## config.mk

```make
export PLATFORM = sky130hd
export DESIGN_NAME = dec2bin_rx
export DESIGN_NICKNAME = d
export VERILOG_FILES = /design/src/rtl/dec2bin_pkg.sv /design/src/rtl/dec2bin_mac10.sv /design/src/rtl/dec2bin_rx.sv
export SDC_FILE = /design/constraint.sdc
export NUM_CORES = 1
export LEC_CHECK = 0
export ABC_AREA = 1
export CAP_MARGIN = 20
export CORE_MARGIN = 3
export CORE_UTILIZATION = 64
export CTS_CLUSTER_DIAMETER = 30
export DETAILED_ROUTE_END_ITERATION = 10
export GPL_TIMING_DRIVEN = 1
export HOLD_SLACK_MARGIN = 0.08
export MAX_ROUTING_LAYER = met4
export PLACE_DENSITY_LB_ADDON = 0.12
export SKIP_CTS_REPAIR_TIMING = 1
export SLEW_MARGIN = 20
export SYNTH_ARGS = -nofsm -noshare
export SYNTH_HDL_FRONTEND = slang
export SYNTH_SLANG_ARGS = --single-unit
```

## constraint.sdc

```tcl
create_clock -name clk -period 10.1 [get_ports clk]
set_clock_uncertainty 0.2 [all_clocks]
set_input_delay 3.03 -clock clk [delete_from_list [all_inputs] [get_ports clk]]
set_output_delay 3.03 -clock clk [all_outputs]
set_load 0.01 [all_outputs]
```

## src/rtl/dec2bin_pkg.sv

```systemverilog
// dec2bin_pkg: shared types, ASCII constants and character helpers for the decimal parser.
// Latency: n/a (package only).
// Backpressure: n/a.
//
// Holds the parser state enum and character-class helpers used by dec2bin_rx.
package dec2bin_pkg;

  typedef enum logic [1:0] {
    IDLE  = 2'd0,
    ACCUM = 2'd1,
    SKIP  = 2'd2,
    HOLD  = 2'd3
  } state_t;

  localparam logic [7:0] CH_0     = 8'h30;
  localparam logic [7:0] CH_9     = 8'h39;
  localparam logic [7:0] CH_CR    = 8'h0D;
  localparam logic [7:0] CH_LF    = 8'h0A;
  localparam logic [7:0] CH_MINUS = 8'h2D;

  function automatic logic is_digit(input logic [7:0] c);
    return (c >= CH_0) && (c <= CH_9);
  endfunction

  function automatic logic is_term(input logic [7:0] c);
    return (c == CH_CR) || (c == CH_LF);
  endfunction

endpackage

```

## src/rtl/dec2bin_mac10.sv

```systemverilog
// dec2bin_mac10: combinational multiply-by-ten-and-add for decimal accumulation.
// Latency: 0 cycles (pure combinational).
// Backpressure: none; no handshake.
//
// Ports:
//   acc [WIDTH-1:0] in  : running value
//   d   [3:0]       in  : next decimal digit (0..9)
//   sum [WIDTH-1:0] out : low WIDTH bits of acc*10 + d
//   ovf             out : acc*10 + d does not fit in WIDTH bits
module dec2bin_mac10 #(
  parameter int WIDTH = 32
) (
  input  logic [WIDTH-1:0] acc,
  input  logic [3:0]       d,
  output logic [WIDTH-1:0] sum,
  output logic             ovf
);

  // Four guard bits: 10*(2^WIDTH-1)+9 < 2^(WIDTH+4), so the wide sum never wraps.
  logic [WIDTH+3:0] acc_w;
  logic [WIDTH+3:0] wide;

  assign acc_w = {4'b0000, acc};
  assign wide  = (acc_w << 3) + (acc_w << 1) + {{WIDTH{1'b0}}, d};
  assign sum   = wide[WIDTH-1:0];
  assign ovf   = |wide[WIDTH+3:WIDTH];

endmodule

```

## src/rtl/dec2bin_rx.sv

```systemverilog
// dec2bin_rx: parses ASCII decimal text (one char per handshake) into a binary value.
// Latency: result valid 1 cycle after the terminator handshake.
// Backpressure: in_ready drops while a result is held; result held until out_ready.
//
// Ports:
//   clk, rst                 : clock, synchronous active-high reset
//   in_valid/in_ready/in_data: character stream (ASCII)
//   out_valid/out_ready      : result handshake
//   out_value/out_err        : binary result and error flag (overflow, >MAX_DIGITS, bad char)
//   out_ndigits              : digits consumed, saturating at 15
//   out_neg                  : only with DEC2BIN_SIGNED_EN; result came from a '-' number
// Build option: define DEC2BIN_SIGNED_EN to accept a leading '-' and emit two's complement.
module dec2bin_rx
  import dec2bin_pkg::*;
#(
  parameter int WIDTH      = 32,
  parameter int MAX_DIGITS = 10
) (
  input  logic             clk,
  input  logic             rst,
  input  logic             in_valid,
  input  logic [7:0]       in_data,
  output logic             in_ready,
  output logic             out_valid,
  input  logic             out_ready,
  output logic [WIDTH-1:0] out_value,
  output logic             out_err,
`ifdef DEC2BIN_SIGNED_EN
  output logic             out_neg,
`endif
  output logic [3:0]       out_ndigits
);

  state_t           state, state_d;
  logic [WIDTH-1:0] acc, acc_d;
  logic [3:0]       ndig, ndig_d;
  logic             err, err_d;
  logic             ovld_d;
  logic [WIDTH-1:0] oval_d;
  logic             oerr_d;
  logic [3:0]       ond_d;

  logic             fire_in;
  logic [3:0]       dval;
  logic [3:0]       ndig_inc;
  logic [WIDTH-1:0] mac_sum;
  logic             mac_ovf;
  logic             too_big;
  logic             at_max;

  assign in_ready = (state != HOLD);
  assign fire_in  = in_valid && in_ready;
  // ASCII '0'..'9' carry the digit value in their low nibble.
  assign dval     = in_data[3:0];
  assign ndig_inc = (ndig == 4'hF) ? ndig : ndig + 4'd1;
  assign at_max   = (int'(ndig) == MAX_DIGITS);

  dec2bin_mac10 #(.WIDTH(WIDTH)) u_mac10 (
    .acc (acc),
    .d   (dval),
    .sum (mac_sum),
    .ovf (mac_ovf)
  );

`ifdef DEC2BIN_SIGNED_EN
  logic             neg, neg_d;
  logic             oneg_d;
  logic [WIDTH-1:0] mag_lim;

  // Negative numbers may reach 2^(WIDTH-1); positive ones stop one short.
  assign mag_lim = neg ? {1'b1, {(WIDTH-1){1'b0}}} : {1'b0, {(WIDTH-1){1'b1}}};
  assign too_big = mac_ovf || (mac_sum > mag_lim);
`else
  assign too_big = mac_ovf;
`endif

  always_comb begin
    state_d = state;
    acc_d   = acc;
    ndig_d  = ndig;
    err_d   = err;
    ovld_d  = out_valid;
    oval_d  = out_value;
    oerr_d  = out_err;
    ond_d   = out_ndigits;
`ifdef DEC2BIN_SIGNED_EN
    neg_d   = neg;
    oneg_d  = out_neg;
`endif
    case (state)
      IDLE: begin
        if (fire_in) begin
          if (is_digit(in_data)) begin
            acc_d   = WIDTH'(dval);
            ndig_d  = 4'd1;
            state_d = ACCUM;
          end else if (is_term(in_data)) begin
            // Blank lines and the second half of CR/LF produce nothing.
            state_d = IDLE;
`ifdef DEC2BIN_SIGNED_EN
          end else if (in_data == CH_MINUS) begin
            neg_d   = 1'b1;
            acc_d   = '0;
            ndig_d  = 4'd0;
            state_d = ACCUM;
`endif
          end else begin
            err_d   = 1'b1;
            state_d = SKIP;
          end
        end
      end
      ACCUM: begin
        if (fire_in) begin
          if (is_digit(in_data)) begin
            ndig_d = ndig_inc;
            if (at_max || too_big) begin
              err_d   = 1'b1;
              state_d = SKIP;
            end else begin
              acc_d = mac_sum;
            end
          end else if (is_term(in_data)) begin
            ovld_d  = 1'b1;
            ond_d   = ndig;
            state_d = HOLD;
`ifdef DEC2BIN_SIGNED_EN
            oneg_d  = neg;
            if (ndig == 4'd0) begin
              // A lone '-' is not a number.
              oval_d = '0;
              oerr_d = 1'b1;
            end else begin
              oval_d = neg ? -acc : acc;
              oerr_d = 1'b0;
            end
`else
            oval_d  = acc;
            oerr_d  = 1'b0;
`endif
          end else begin
            err_d   = 1'b1;
            state_d = SKIP;
          end
        end
      end
      SKIP: begin
        // Drain the rest of the line, still counting digits for diagnostics.
        if (fire_in) begin
          if (is_digit(in_data)) begin
            ndig_d = ndig_inc;
          end else if (is_term(in_data)) begin
            ovld_d  = 1'b1;
            oval_d  = '0;
            oerr_d  = err;
            ond_d   = ndig;
            state_d = HOLD;
`ifdef DEC2BIN_SIGNED_EN
            oneg_d  = neg;
`endif
          end
        end
      end
      HOLD: begin
        if (out_valid && out_ready) begin
          ovld_d  = 1'b0;
          acc_d   = '0;
          ndig_d  = 4'd0;
          err_d   = 1'b0;
          state_d = IDLE;
`ifdef DEC2BIN_SIGNED_EN
          neg_d   = 1'b0;
`endif
        end
      end
      default: state_d = IDLE;
    endcase
  end

  always_ff @(posedge clk) begin
    if (rst) begin
      state       <= IDLE;
      acc         <= '0;
      ndig        <= 4'd0;
      err         <= 1'b0;
      out_valid   <= 1'b0;
      out_value   <= '0;
      out_err     <= 1'b0;
      out_ndigits <= 4'd0;
`ifdef DEC2BIN_SIGNED_EN
      neg         <= 1'b0;
      out_neg     <= 1'b0;
`endif
    end else begin
      state       <= state_d;
      acc         <= acc_d;
      ndig        <= ndig_d;
      err         <= err_d;
      out_valid   <= ovld_d;
      out_value   <= oval_d;
      out_err     <= oerr_d;
      out_ndigits <= ond_d;
`ifdef DEC2BIN_SIGNED_EN
      neg         <= neg_d;
      out_neg     <= oneg_d;
`endif
    end
  end

endmodule

```

### Yosys cells after proc, flatten, opt, wreduce, memory -nomap -nowiden

Cells that the tools add are included.
Widths: inputs -> output; s select.

* bits in registers: 77
* input bits: 12
* word-level logic and storage cells: 110

* add/subtract/negate cells: 3
* magnitude comparators: 2
* eq/ne operators: 26
* muxes and demuxes: 52
* bitwise gates (word level): 1
* reductions and logical operators: 18

Operator list (number)
* $mux 32: 12
* $pmux 32 s3: 1
* $pmux 32 s2: 1
* $add 35x33->36: 1
* $add 36x4->36: 1
* $ne 2x2->1 const B: 15
* $mux 4: 6
* $reduce_and 7->1: 3
* $mux 2: 10
* $mux 1: 17
* $eq 8x4->1 const B: 2
* $pmux 4 s3: 1
* $reduce_and 6->1: 2
* $eq 4x4->1 const B: 2
* $ge 8x6->1 const B: 1
* $le 8x6->1 const B: 1
* $pmux 2 s4: 1
* $ne 2x1->1 const B: 3
* $reduce_and 5->1: 1
* $add 4x1->4 const B: 1
* $eq 2x2->1 const B: 2
* $pmux 1 s2: 2
* $reduce_and 4->1: 1
* $reduce_bool 2->1: 2
* other kinds (10): 13

### Logic depth before layout (Yosys ltp)

Gate-level depths: netlist (run 1).

* word-level depth: 8
* mapped depth: 22
* gate-level depth less buffers: 21

### Cells and area by module

A second synthesis (run 1) with hierarchy kept.

* cells, all modules: 1017
* area, all modules: 6525.0 sq um

By module, submodules not included
* dec2bin_rx: instances 1, cells each 542, area each 3865.0 sq um, seq. area each 1541.5 sq um
* dec2bin_mac10: instances 1, cells each 475, area each 2660.1 sq um, seq. area each 0.0 sq um

### Worst setup path after synthesis (run 1)

No wires, ideal clock.

* kind: input port to flip-flop
* start: in in_data[3]
* end: reg acc[3]
* arrival time: 5.342 ns
* data required time: 9.762 ns
* path slack: 4.421 ns
* stages on the path: 20
* cell sequence: inv_1 > fa_1 > fa_1 > inv_1 > nand2_1 > nand2_1 > nand3_1 > nand2_1 > nand2_1 > nand2_1 > nand2_1 > nand3_1 > nand2_1 > nor2_2 > nand2_2 > nand2_4 > nand2_4 > buf_6 > nand2_1 > a21oi_2

* cells in the longest elaborated chain, start to end: 5
* elaborated cells between the ends (all ways): 16

Ends and longest elaborated chain
* start, declared: line dec2bin_rx.sv:22 `input logic [7:0] in_data,`
* $add 36x4->36: line dec2bin_mac10.sv:24 `assign wide = (acc_w << 3) + (acc_w << 1) + {{WIDTH{1'b0}}, d};`
* $reduce_or 4->1 / $mux 32 (equally long branches): line dec2bin_mac10.sv:26, dec2bin_rx.sv:117
* $logic_or 1x1->1 / $mux 32 (equally long branches): line dec2bin_rx.sv:117, dec2bin_rx.sv:115
* $ne 2x2->1 (no line) / $mux 32 (equally long branches)
* $reduce_and 7->1 (no line) / $pmux 32 s3 (equally long branches)
* end signal, assigned: line dec2bin_rx.sv:183 `acc <= '0;`
* end signal, assigned: line dec2bin_rx.sv:196 `acc <= acc_d;`
* end, declared: line dec2bin_rx.sv:35 `logic [WIDTH-1:0] acc, acc_d;`

Several ways; a longest one is shown, not always the timed one. The select of a mux whose other input is x is not followed.
A chain may end at the register's enable or synchronous reset.

### Worst setup path after layout (run 1)

* start: in in_data[3]
* end: reg acc[2]

* cells in the longest elaborated chain, start to end: 5
* elaborated cells between the ends (all ways): 10

Ends and longest elaborated chain
* $add 36x4->36: line dec2bin_mac10.sv:24
* $reduce_or 4->1: line dec2bin_mac10.sv:26 `assign ovf = |wide[WIDTH+3:WIDTH];`
* $logic_or 1x1->1: line dec2bin_rx.sv:117 `if (at_max || too_big) begin`
* $ne 2x2->1 (no line)
* $reduce_and 7->1 (no line) (*)

Every way passes the cells marked *; elsewhere a longest branch is shown, timed or not.

==> impl_metrics.yaml, run 1 <==
run_status:
  status: "complete, no violations"
pwr:
  vdd_drop_max_uv: 153
  power.density_nw_per_um2: 162
  switchingPower_mw: 0.499
  switching_share_pct: 45.6
  p_clk_share_pct: 24.6
  intPower_mw: 0.596
  pwr-share-comb_pct: 44.1
  p_seq_share_pct: 31.3
  leakagePower_nw: 3.12
drt:
  via_count: 6417
  vias_per_cell: 6.04
  first_iter_violations: 529
  drcViolationCount: 0
  drt_wl_total_um: 17900
  dr.pass1.iters: 7
  wire_per_inst_um: 16.9
  postRouteAntennaNets: 0
synthesis:
  synth.distinct_cells: 40
  syn_inst: 919
  synth_edf_count: 0
  ys_warn_count: 0
  syn_area_per_cell_sq_um: 6.58
  synth_seq_cells: 77
  synthFlopType: "dfxtp_1"
  syn_nets: 1003
  async_reset_ff_share_pct: 0
  synth-seq-area-share_pct: 25.5
  syn-cell-area_sq_um: 6050
clocking:
  htree_levels: 3
  clkLatencyLatePin_ps: 360
  cts_tree: "done"
  path_clk_slew_ps: 80
  cts_buffers: 9
  clock-sinks: 77
  cts-root-buf: "clkbuf_8"
  cts.path.max_buffers: 2
timing:
  tightest_slew_ps: 1120
  relSlewSlack_pct: 25.5
  finalCritPeriodShare_pct: 67.4
  finalHoldViolCount: 0
  finalSetupTns_ps: 0
  final.setup.worst_slack_ps: 3300
  fin_crit_ps: 6800
  rsz0062_at_grt: "false"
  fin_hold_ws_ps: 263
  setup_viol_count_final: 0
  maxSlewViolCount: 0
  fmax_ghz: 0.147
worst_hold_path:
  min_path_type: "register to register"
  worstHoldStart: "out_value[3]$_SDFFE_PP0P_"
worst_setup_path:
  critPathMaxStageDelay_ps: 530
  cp_data_arrival_time_ps: 6810
  cp_top_family: "simple AND/OR/NAND/NOR gates"
  r2r-start: "acc[0]$_SDFFE_PP0P_"
  required_ps: 10110
  worstPathMaxFanout: 33
  worstSetupEndpointType: "register"
  cp-startpoint: "in_data[3]"
  crit_chain: "clkdlybuf4s50_1 -> inv_1 -> fa_1 -> fa_1 -> inv_1 -> nand2_1 -> nand2_1 -> nand3_1 -> nand2_1 -> nand2_1 -> nand2_1 -> nand2_1 -> nand3_1 -> nand2_1 -> nor2_4 -> nand2_2 -> nand2_4 -> nand2_4 -> nand2_1 -> a21oi_2"
  path_common_cell: "nand2_1"
  cp-start-kind: "input pin"
  crit_slowest_cell: "fa_1"
  worst-path-buf-inv: 3
  crit_type: "input pin to register"
floorplan:
  start_util_pct: 67.7
  die-width_um: 103
  io_pins: 51
  die-area_sq_um: 10700
  num_rows: 34
  core_sq_um: 8930
  fp.dieH_um: 103
finish:
  drive_gt1_share_pct: 5.76
  antenna_cells: 0
  area_growth_syn_to_layout_pct: 12.0
  finalNetCount: 1034
  fillCellCount: 715
place:
  dp_slack_ps: 3030
  hpwl_um: 13400
  place_congestion: 1.03
  port_buffers: 50
global_routing:
  grt.total_usage_pct: 35.3
  grt_overflow_total: 0
  grt_max_degree: 72
  antenna_found_initial: 0
  grt_pass1_wl_um: 28800
  grt_pass1_vias: 6020
run:
  max_cap_violations: 0
==> layout make-up <==
| type | count | area, sq um | area share [%] |
|---|---|---|---|
| timing repair buffer | 55 | 533 | 7.87 |
| sequential | 77 | 1540 | 22.8 |
| clock buffer | 11 | 151 | 2.23 |
| clock inverter | 5 | 82.6 | 1.22 |
| inverter | 104 | 390 | 5.76 |
| multi-input combinational | 703 | 3940 | 58.2 |
| tap | 108 | 135 | 1.99 |
==> registers in the layout, summed over array words and instances (netlist names) <==
name         flops
out_ndigits      4
ndig             4
out_err          1
acc             32
out_value       32
err              1
out_valid        1
state            2
==> stage by stage <==
stage	total power [mW]	utilization, %	area (sq um)	instances
3_3_place_gp	0.787	73.2	6540	1047
2_1_floorplan	0.753	-	6050	919
5_1_grt	1.15	75.8	6780	1063
4_1_cts	1.08	75.8	6780	1063
6_report	1.10	75.8	6780	1063
3_5_place_dp	0.811	73.2	6540	1047
==> Yosys cell counts, types with 4 or more instances <==
master,count,area share (%)
xnor2_1,13,1.9
a31oi_1,4,0.41
nand2_1,270,17
nor2_1,79,4.9
a21oi_1,96,7.9
ha_1,70,14
nor3_1,10,0.83
o21bai_1,5,0.62
a21oi_2,10,1.4
nand4_1,35,3.6
dfxtp_1,77,25
buf_2,6,0.50
buf_6,6,1.1
nand3_2,10,1.7
nand3_1,52,4.3
inv_1,101,6.3
o21ai_0,12,0.99
xor2_1,9,1.3
clkbuf_1,22,1.4
==> cells in the final DEF, fill, tap and decap left out, drive strengths merged, types with 11 or more instances in the layout <==
master           n
clkbuf          11
xnor2           13
a21oi          106
inv            103
nand2          274
nand4           35
clkdlybuf4s50   49
dfxtp           77
o21ai           14
nor2            81
ha              70
nand3           62
==> final timing paths <==
kind | to | depth (start not counted) | slack, ps
worst max-delay path | acc[2]$_SDFFE_PP0P_ | 20 | 3300
worst max register to register | acc[2]$_SDFFE_PP0P_ | 19 | 6050
worst min-delay path | out_value[3]$_SDFFE_PP0P_ | 2 | 260
worst min register to register | out_value[3]$_SDFFE_PP0P_ | 2 | 260
==> kinds of logic after synthesis <==
group	count (synthesis)	synth area share [%]
xor gates and xnor gates	22	3.19
buffers and inverters	139	9.50
and+or+nand+nor	472	34.1
adders and majority gates	72	15.1
DFF	77	25.5
AOI/OAI and AO/OA	137	12.6
==> power by group through the flow <==
stage          clock (mW)  sequential (mW)  combinational, mW
2_1_floorplan           0            0.342              0.411
3_3_place_gp            0            0.346              0.441
3_5_place_dp            0            0.348              0.463
4_1_cts             0.270            0.341              0.471
5_1_grt             0.282            0.344              0.526
6_report            0.269            0.343              0.483
==> worst reg2reg max path, delay by kind of cell (launching register included) <==
family,cells,cell delay [ps]
AND/OR/NAND/NOR,14,2080
adder cells (fa/ha/maj),2,990
flip-flops,1,430
buffers and inverters,2,160
AO/OA/AOI/OAI,1,60
==> metal layers <==
metal	part of all wire [%]	GRT usage (%)	vias to the layer above
met4	4.2	12.8	0
met1	40	43.2	2951
met2	48	58.3	307
met3	7.2	6.57	68
li1	-	-	3091
met5	0	-	-
Note: power is estimated with default switching activity, not from simulation.
==> run 2: changes to the inputs <==
Settings changed: CORE_UTILIZATION 64 to 54.
Clock period 10.1 ns to 6 ns, I/O delays scaled along.
==> run 2 against run 1 <==
Compared with the run above:
- die area increased by 17%
- via count decreased by 6.2%
- sequential power increased by 68%
- sequential cell count unchanged
- largest power group unchanged
- critical path type unchanged
- highest routed layer unchanged
- clock power increased by 43%
- routed wire length decreased by 9.2%
- register-to-register slack got worse by 3600 ps
- first-iteration DRC count decreased by 13%
- hold slack got worse by 3.6 ps
==> impl_metrics.yaml, run 2 (same netlist as run 1, synthesis figures left out) <==
floorplan:
  io_pins: 51
  core_sq_um: 10900
  die-area_sq_um: 12500
  start_util_pct: 55.5
  num_rows: 38
  die-width_um: 112
  fp.dieH_um: 112
timing:
  maxSlewViolCount: 0
  fmax_ghz: 0.195
  setup_viol_count_final: 0
  finalHoldViolCount: 0
  tightest_slew_ps: 996
  finalCritPeriodShare_pct: 85.3
  final.setup.worst_slack_ps: 883
  finalSetupTns_ps: 0
  fin_crit_ps: 5120
  fin_hold_ws_ps: 260
  rsz0062_at_grt: "false"
  relSlewSlack_pct: 33.2
global_routing:
  grtUsageMet3_pct: 4.62
  met1_usage_pct: 33.6
  use_met2_pct: 45.0
  grt_pass1_vias: 5664
  grt_max_degree: 43
  grt.total_usage_pct: 27.0
  antenna_found_initial: 0
  grt_busiest_layer: "met2"
  grt_overflow_total: 0
  grt_pass1_wl_um: 26900
clocking:
  cts_tree: "done"
  clock-sinks: 77
  htree_levels: 3
  cts_buffers: 9
  path_clk_slew_ps: 70
  cts.path.max_buffers: 2
  clkLatencyLatePin_ps: 350
  cts-root-buf: "clkbuf_8"
finish:
  fin_cells: 1097
  drive_gt1_share_pct: 5.75
  fillCellCount: 1033
  finalNetCount: 1036
  layout_common_cells: "nand2_1, inv_1, a21oi_1, nor2_1, dfxtp_1"
  final_cell_area_sq_um: 6800
  antenna_cells: 0
  layout_commonest_cell: "nand2_1"
  reg_top3: "acc (32), out_value (32)"
  finish.utilization_pct: 62.4
  area_growth_syn_to_layout_pct: 12.4
worst_setup_path:
  path_common_cell: "nand2_1"
  worst-path-buf-inv: 4
  cp-start-kind: "input pin"
  crit_slowest_cell: "fa_1"
  crit_type: "input pin to register"
  required_ps: 6070
  crit_chain: "clkdlybuf4s50_1 -> inv_1 -> fa_1 -> fa_1 -> inv_1 -> nand2_1 -> nand2_1 -> nand3_1 -> nand2_1 -> nand2_1 -> nand2_1 -> nand2_1 -> nand3_1 -> nand2_1 -> nor2_2 -> nand2_2 -> nand2_4 -> buf_4 -> nand3_1 -> a21oi_1"
  cp_top_family: "simple AND/OR/NAND/NOR gates"
  worstSetupEndpointType: "register"
  cp_data_arrival_time_ps: 5190
  worstPathMaxFanout: 19
  critPathMaxStageDelay_ps: 530
pwr:
  switchingPower_mw: 0.801
  switching_share_pct: 45.4
  leakagePower_nw: 3.11
  p_clk_share_pct: 21.9
  power.density_nw_per_um2: 260
  design_power_total_mw: 1.76
  vdd_drop_max_uv: 174
  p_seq_share_pct: 32.7
  pwr-share-comb_pct: 45.4
  intPower_mw: 0.963
place:
  place_inst: 1081
  hpwl_um: 12600
  port_buffers: 50
  place_congestion: 0.966
  dp_slack_ps: 585
  placed_area_sq_um: 6600
run:
  max_cap_violations: 0
drt:
  wire_per_inst_um: 14.8
  first_iter_violations: 458
  postRouteAntennaNets: 0
  vias_per_cell: 5.48
  via_count: 6017
  drcViolationCount: 0
  dr.pass1.iters: 7
  drt_wl_total_um: 16300
worst_hold_path:
  min_path_type: "register to register"
run_status:
  status: "complete, no violations"
## run 2: worst paths after layout
check | from | endpoint | slack [ps] | cells after the start
max | in_data[3] | acc[11]$_SDFFE_PP0P_ | 880 | 20
min | out_value[27]$_SDFFE_PP0P_ | out_value[27]$_SDFFE_PP0P_ | 260 | 2
max reg2reg | acc[2]$_SDFFE_PP0P_ | acc[11]$_SDFFE_PP0P_ | 2430 | 19
min reg2reg | out_value[27]$_SDFFE_PP0P_ | out_value[27]$_SDFFE_PP0P_ | 260 | 2
## run 2: worst min-delay path: cells and delay by family, from the launching register on
family	cells	cell delay (ps)
flip-flops	1	310
AND/OR/NAND/NOR	1	60
AO/OA/AOI/OAI	1	50
## run 2: power groups by stage
stage / combinational (mW) / clock, mW / sequential (mW)
5_1_grt: 0.898 / 0.417 / 0.580
3_5_place_dp: 0.782 / 0 / 0.588
3_3_place_gp: 0.774 / 0 / 0.587
6_report: 0.801 / 0.386 / 0.577
4_1_cts: 0.789 / 0.394 / 0.576
2_1_floorplan: 0.691 / 0 / 0.576
## run 2: final cells by class
cell class	instances	area [sq um]	area share, %
clock inverter	4	47.5	0.700
timing repair buffer	57	548	8.06
multi-input combinational	703	3950	58.1
tap	140	175	2.58
sequential	77	1540	22.7
inverter	104	390	5.74
clock buffer	12	145	2.14
## run 2: per-layer routing
metal | vias to the layer above | wire length, um | part of all wire, %
met5 | - | 0 | 0
met4 | 0 | 408 | 2.5
met3 | 37 | 784 | 4.8
met2 | 185 | 7700 | 47
met1 | 2700 | 7390 | 45
li1 | 3095 | - | -
==> run 3: changes to the inputs <==
--- a/constraint.sdc
+++ b/constraint.sdc
@@ -4,2 +4,2 @@
 set_output_delay 1.8 -clock clk [all_outputs]
-set_load 0.01 [all_outputs]
+set_load 0.05 [all_outputs]
==> results of run 3 <==
The final DEF is identical to that of run 2. Status: complete, no violations.
Among the figures that moved: total power 1.76 mW -> 1.78 mW
